`config.mk`:
```
export PLATFORM = sky130hd
export DESIGN_NAME = reward_writer
export DESIGN_NICKNAME = d
export VERILOG_FILES = /design/src/rtl/reward_writer.sv
export SDC_FILE = /design/constraint.sdc
export NUM_CORES = 1
export LEC_CHECK = 0
export BUFFER_PORTS_ARGS = -buffer_cell sky130_fd_sc_hd__buf_4
export CAP_MARGIN = 20
export CORE_MARGIN = 3
export CORE_UTILIZATION = 25
export DETAILED_ROUTE_END_ITERATION = 16
export GPL_TIMING_DRIVEN = 0
export PLACE_DENSITY_LB_ADDON = 0.05
export SYNTH_ARGS = -nofsm -noshare
export SYNTH_HDL_FRONTEND = slang
export SYNTH_SLANG_ARGS = --single-unit
```
`constraint.sdc`:
```
create_clock -name clock -period 2.69 [get_ports clock]
set_input_delay 0.1345 -clock clock [delete_from_list [all_inputs] [get_ports clock]]
set_output_delay 0.1345 -clock clock [all_outputs]
set_load 0.1 [all_outputs]
```
`src/rtl/reward_writer.sv`:
```
// Writes one multi-word reward/Q record into mem, one word per clock,
// with an up-front bounds check and a one-cycle done/err pulse.
module reward_writer #(
  parameter int unsigned WORD_WIDTH  = 16,
  parameter int unsigned NUM_WORDS   = 5,
  parameter int unsigned ADDR_STRIDE = 2,
  parameter int unsigned MEM_DEPTH   = 1024
) (
  input  logic                             clock,
  input  logic                             reset,
  input  logic                             start,
  input  logic [WORD_WIDTH*NUM_WORDS-1:0]  record_in,
  input  logic [WORD_WIDTH-1:0]            base_addr,
  output logic [WORD_WIDTH-1:0]            address,
  output logic                             wr_en,
  output logic [WORD_WIDTH-1:0]            mem_data_in,
  output logic                             busy,
  output logic                             done_write,
  output logic                             err
);

  localparam int unsigned REC_W = WORD_WIDTH * NUM_WORDS;
  localparam int unsigned EXT_W = WORD_WIDTH + 1;
  localparam int unsigned IDX_W = (NUM_WORDS > 1) ? $clog2(NUM_WORDS) : 1;
  localparam int unsigned SPAN  = NUM_WORDS * ADDR_STRIDE - 1;

  localparam logic [1:0] S_IDLE  = 2'd0;
  localparam logic [1:0] S_WRITE = 2'd1;
  localparam logic [1:0] S_DONE  = 2'd2;

  logic [1:0]            state, state_d;
  logic [REC_W-1:0]      rec_q, rec_d;
  logic [IDX_W-1:0]      index_q, index_d;
  logic [WORD_WIDTH-1:0] address_d, data_d;
  logic                  wr_en_d, busy_d, done_d, err_d;
  logic [EXT_W-1:0]      last_c;
  logic                  in_range_c;

  // Last byte touched by the record, widened so a high base cannot wrap.
  assign last_c     = EXT_W'(base_addr) + EXT_W'(SPAN);
  assign in_range_c = (last_c <= EXT_W'(MEM_DEPTH - 1));

  // Next-state and next-output logic; rec_q is a shift register whose top word is next to write.
  always_comb begin
    state_d   = state;
    rec_d     = rec_q;
    index_d   = index_q;
    address_d = address;
    data_d    = mem_data_in;
    wr_en_d   = 1'b0;
    busy_d    = 1'b0;
    done_d    = 1'b0;
    err_d     = 1'b0;
    case (state)
      S_IDLE, S_DONE: begin
        if (start) begin
          if (!in_range_c) begin
            state_d = S_DONE;
            done_d  = 1'b1;
            err_d   = 1'b1;
          end else begin
            state_d   = S_WRITE;
            rec_d     = record_in << WORD_WIDTH;
            index_d   = '0;
            address_d = base_addr;
            data_d    = record_in[REC_W-1 -: WORD_WIDTH];
            wr_en_d   = 1'b1;
            busy_d    = 1'b1;
          end
        end else begin
          state_d = S_IDLE;
        end
      end
      S_WRITE: begin
        if (index_q == IDX_W'(NUM_WORDS - 1)) begin
          state_d = S_DONE;
          done_d  = 1'b1;
        end else begin
          index_d   = index_q + IDX_W'(1);
          address_d = address + WORD_WIDTH'(ADDR_STRIDE);
          data_d    = rec_q[REC_W-1 -: WORD_WIDTH];
          rec_d     = rec_q << WORD_WIDTH;
          wr_en_d   = 1'b1;
          busy_d    = 1'b1;
        end
      end
      default: state_d = S_IDLE;
    endcase
  end

  // State and output registers; reset drops any in-flight record.
  always_ff @(posedge clock or negedge reset) begin
    if (!reset) begin
      state       <= S_IDLE;
      rec_q       <= '0;
      index_q     <= '0;
      address     <= '0;
      mem_data_in <= '0;
      wr_en       <= 1'b0;
      busy        <= 1'b0;
      done_write  <= 1'b0;
      err         <= 1'b0;
    end else begin
      state       <= state_d;
      rec_q       <= rec_d;
      index_q     <= index_d;
      address     <= address_d;
      mem_data_in <= data_d;
      wr_en       <= wr_en_d;
      busy        <= busy_d;
      done_write  <= done_d;
      err         <= err_d;
    end
  end

endmodule

```
---- Word-level counts from Yosys, hierarchy flattened ----
Index checks and enable logic that the tools add are counted.
word-level totals
  register bits after elaboration ......... 120
  input port bits ......................... 99
  output and inout port bits .............. 36
operators by class
  $add $sub $neg .......................... 3
  magnitude comparators ................... 1
  eq/ne operators ......................... 7
  multiplexer cells ....................... 29
  reductions and logical operators ........ 4
operator list
  kind                                                    number
  2-to-1 mux 80 bit                                       3
  one-hot mux 80 bit (2 select lines)                     1
  2-to-1 mux 16 bit                                       6
  one-hot mux 16 bit (2 select lines)                     2
  adder 16 x 4 -> 17 bit (second input constant)          1
  <= comparator 17 x 10 -> 1 bit (second input constant)  1
  adder 16 x 2 -> 16 bit (second input constant)          1
  2-to-1 mux 3 bit                                        3
  != test 2 bit (second input constant)                   4
  2-to-1 mux 1 bit                                        7
  2-to-1 mux 2 bit                                        3
  one-hot mux 3 bit (2 select lines)                      1
  one-hot mux 1 bit (2 select lines)                      2
  one-hot mux 2 bit (2 select lines)                      1
  AND reduction 4 bit                                     1
  adder 3 x 1 -> 3 bit (second input constant)            1
  equality test 3 bit (second input constant)             1
  equality test 2 x 1 -> 1 bit (second input constant)    1
  equality test 2 bit (second input constant)             1
  zero test 2 bit                                         1
  nonzero test 2 bit                                      1
  OR reduction 2 bit                                      1

---- Depth between registers and ports, before layout ----
  word-level depth ........................ 5
  gate-level depth with buffers ........... 12
  gate-level depth less buffers ........... 9

---- Least setup slack after synthesis ----
Ideal clock, no wire load.
  path kind ............................... register to register
  start point ............................. reg address[1]
  end point ............................... reg address[15]
  setup time .............................. 0.084 ns
  data arrival time ....................... 2.194 ns
  required time ........................... 2.606 ns
  slack ................................... 0.412 ns
  stages on the path, launching flop included .. 8
  buffers on the path ..................... 0
  cells stage by stage .................... dfrtp_1 -> ha_1 -> nand2_1 -> nor3_1 -> nand4_1 -> nor2_1 -> nor2_1 -> a31oi_1
on the way
  longest elaborated chain between the ends .. 3
ends and longest elaborated chain
  element                              line  source
  start, declared                      14    output logic [WORD_WIDTH-1:0] address,
  start signal, assigned               107   address <= address_d;
  adder 16 x 2 -> 16 bit               80    address_d = address + WORD_WIDTH'(ADDR_STRIDE);
  2-to-1 mux 16 bit                    75    if (index_q == IDX_W'(NUM_WORDS - 1)) begin
  one-hot mux 16 bit (2 select lines)  54    case (state)
No other way between the ends. The select of a mux whose other input is x is not followed.
A chain may end at the register's enable or synchronous reset.

---- Worst setup path after layout ----
  start point ............................. in base_addr[1]
  end point ............................... reg address[4]
on the way
  longest elaborated chain between the ends .. 4
ends and longest elaborated chain
  element                               line  source
  start, declared                       13    input logic [WORD_WIDTH-1:0] base_addr,
  adder 16 x 4 -> 17 bit                40    assign last_c = EXT_W'(base_addr) + EXT_W'(SPAN);
  <= comparator 17 x 10 -> 1 bit        41    assign in_range_c = (last_c <= EXT_W'(MEM_DEPTH - 1));
  != test 2 bit (no source line)        --
  AND reduction 4 bit (no source line)  --
No other way between the ends.

==> flow_summary.toml <==
[status]
status = "finished, final reports clean"

[pwr]
power_density_nw_per_um2 = 796
pwr-share-seq = 0.398
vdd_drop_max_uv = 315
clock_power_share = 0.240
sw_frac_of_total = 0.404
power_frac_comb = 0.361
power_switching_uw = 2270
p_int_uw = 3350
p_leak_uw = 0.00341

[final_layout]
seqCellArea_um2 = 2600
fin_cells = 1001
multi_input_area_um2 = 2480
nFillCells = 2227
nNetsFinal = 830
area_growth_pct = 31.4
final_layout_size_suffix_gt1_frac = 0.309
antenna_cells = 0

[detailed_routing]
drt-initial-drc-count = 345
dr.pass1.iters = 5
drc_errors = 0
detail-route-antenna-nets = 0
num_vias = 4704
post_drt_wl_per_cell_um = 17.7
routed_wl_mm = 17.7
vias_per_cell = 4.70

[die]
fp.dieW_um = 153
fp.dieH_um = 153
boundaryPins = 135
start_util = 0.260
fp-row-count = 52
core_um2 = 20700
die_area_um2 = 23300

[critical_path]
crit_required_ns = 2.92
crit_type = "in -> reg"
end_kind = "flip-flop"
crit_path_start_kind = "primary input"
crit_fanout = 10
arrival_ns = 2.56

[sta]
rsz0062_at_grt = "no"
setup_viol = 0
whs_ns = 0.0273
drv_slew = 0
hold_viol_final = 0
fmax_mhz = 428
max_slew.worst_pin.slew_ns = 0.644
slew_headroom = 0.571
setup_ws_ns = 0.354
finalCritPeriodShare = 0.869
fin_crit_ns = 2.34
finalClockSkew_ns = 0.00440

[clocking]
clk_pin_slew_ns = 0.07
clk_path_buf_depth = 2
cts_buffers = 9
insertion_delay_ns = 0.35
ctsHtreeMaxLevel = 3
cts_root_buf = "clkbuf_16"
tritoncts = "built"
clock-sinks = 104
postCtsSetupRepairBufs = 0

[place]
post-place-cells = 984
place_ws_ns = -0.0858
place_congestion = 0.826
place_hpwl_mm = 13.6
port_buffers = 134

[synth]
synth_common_cells = "nand2_1, dfrtp_1, mux2_2"
synth_cells = 579
synth_top_cell_area_share = 0.484
async_flop_share = 1.00
synth_edf_count = 0
synth.largest_area_cell = "dfrtp_1"
synthTopCellsByArea = "dfrtp_1, mux2_2, nand2_1, o21ai_0, nand4_1"
synth_most_common_cell = "nand2_1"
yosys.cell_types.count = 45
yosysSeqAreaShare = 0.484
syn_avg_cell_area_um2 = 9.28
syn_area_um2 = 5370
syn_nets = 683
synth-seq-cells = 104
yosys_warnings = 0
synth_ff_type = "dfrtp_1"

[grt]
gr-total-overflow = 0
top_usage_layer = "met2"
grt_max_degree = 55
grt_util_met3 = 0.0344
antenna_found_initial = 0
grt_pass1_wl_mm = 28.2
grtUsageMet2 = 0.245
track_usage = 0.154
met1_usage = 0.212
grt_pass1_vias = 5010

[job]
maxCapViolCount = 0

[min_path]
min_path_type = "in -> reg"
flip-flops by register name, indices dropped and copies added, names as in the netlist:
name         count
busy             1
state            2
address         16
done_write       1
mem_data_in     16
err              1
rec_q           64
index_q          3
layout by cell type, fill, tap and decap left out, drive strengths merged, types with 2 or more instances in the layout:
| master | netlist | layout |
|---|---|---|
| a211oi | 4 | 4 |
| o22ai | 6 | 6 |
| and3 | 3 | 3 |
| a21oi | 7 | 7 |
| a221oi | 7 | 7 |
| a311oi | 3 | 3 |
| nand4 | 22 | 22 |
| nor3 | 7 | 7 |
| inv | 22 | 22 |
| nor2b | 4 | 4 |
| clkbuf | 24 | 38 |
| a222oi | 2 | 2 |
| dfrtp | 104 | 104 |
| nor2 | 22 | 22 |
| buf | 15 | 150 |
| xor2 | 2 | 2 |
| nand3 | 11 | 11 |
| nand2b | 2 | 2 |
| ha | 5 | 5 |
| and4 | 3 | 3 |
| nand2 | 176 | 176 |
| mux2i | 3 | 3 |
| a41oi | 2 | 2 |
| a31oi | 3 | 3 |
| o21ai | 42 | 42 |
| mux2 | 66 | 66 |
layer usage:
metal,up-vias,routed length [µm]
met1,2258,8480
met5,-,0
met3,16,852
met4,0,238
met2,137,8160
li1,2293,-
worst max-delay path, cell delays in order:
cell and delay [ns]:
buf_4 0.14, ha_1 0.21, a21o_1 0.22, and4_1 0.22, and4_1 0.23, o311a_1 0.35
buf_2 0.20, a21oi_4 0.22, inv_4 0.10, buf_6 0.17, a222oi_1 0.35
power groups by stage:
stage / combinational [µW] / clock [µW] / sequential [µW]
after floorplan: 546 / 0 / 3160
after global placement: 2020 / 0 / 2260
after detailed placement: 2050 / 0 / 2270
after CTS: 2050 / 1410 / 2240
after global routing: 2160 / 1460 / 2300
final: 2030 / 1350 / 2240
through the flow:
| step | util | cell area (µm²) | total power [µW] | TNS [ns] |
|---|---|---|---|---|
| after floorplan | - | 5370 | 3700 | 0 |
| after global placement | 0.325 | 6720 | 4280 | -0.0444 |
| after detailed placement | 0.326 | 6750 | 4320 | -0.625 |
| after CTS | 0.341 | 7060 | 5710 | 0 |
| after global routing | 0.341 | 7060 | 5930 | 0 |
| final | 0.341 | 7060 | 5620 | 0 |
repair_timing:
action                                  4_1_cts  5_1_grt
pin swaps                                     0        0
hold buffers                                  1        0
hold endpoints to repair                     50        0
resized for setup                             1        2
endpoints found under the setup margin        9        8
cell families (layout without fill, tap and decap cells):
kind of cell | count (synthesis) | after routing | synth area share
flip-flops | 104 | 104 | 0.484
multiplexers | 69 | 69 | 0.144
XOR/XNOR | 2 | 2 | 0.00326
AO/OA/AOI/OAI | 84 | 84 | 0.0999
adder cells (fa/ha/maj) | 5 | 5 | 0.0116
AND/OR/NAND/NOR | 254 | 254 | 0.202
buffers and inverters | 61 | 213 | 0.0547
layout make-up:
type / instances / area share
Clock inverter: 2 / 0.00532
Tap cell: 270 / 0.0478
Timing Repair Buffer: 136 / 0.148
Buffer: 39 / 0.0299
Clock buffer: 14 / 0.0374
Inverter: 22 / 0.0120
Multi-Input combinational cell: 414 / 0.351
Sequential cell: 104 / 0.369
final timing paths:
path	startpoint	end	slack, ns	depth (start not counted)
max reg2reg	state[0]$_DFFE_PN0N_	rec_q[46]$_DFFE_PN0P_	0.41	6
max	base_addr[1]	address[4]$_DFFE_PN0P_	0.35	11
max in group asynchronous	reset	rec_q[57]$_DFFE_PN0P_	1.73	3
min in group asynchronous	reset	address[7]$_DFFE_PN0P_	0.30	2
min reg2reg	rec_q[75]$_DFFE_PN0P_	rec_q[75]$_DFFE_PN0P_	0.49	1
min	record_in[6]	rec_q[22]$_DFFE_PN0P_	0.03	3
No activity file was read; power rests on OpenSTA's default activity.
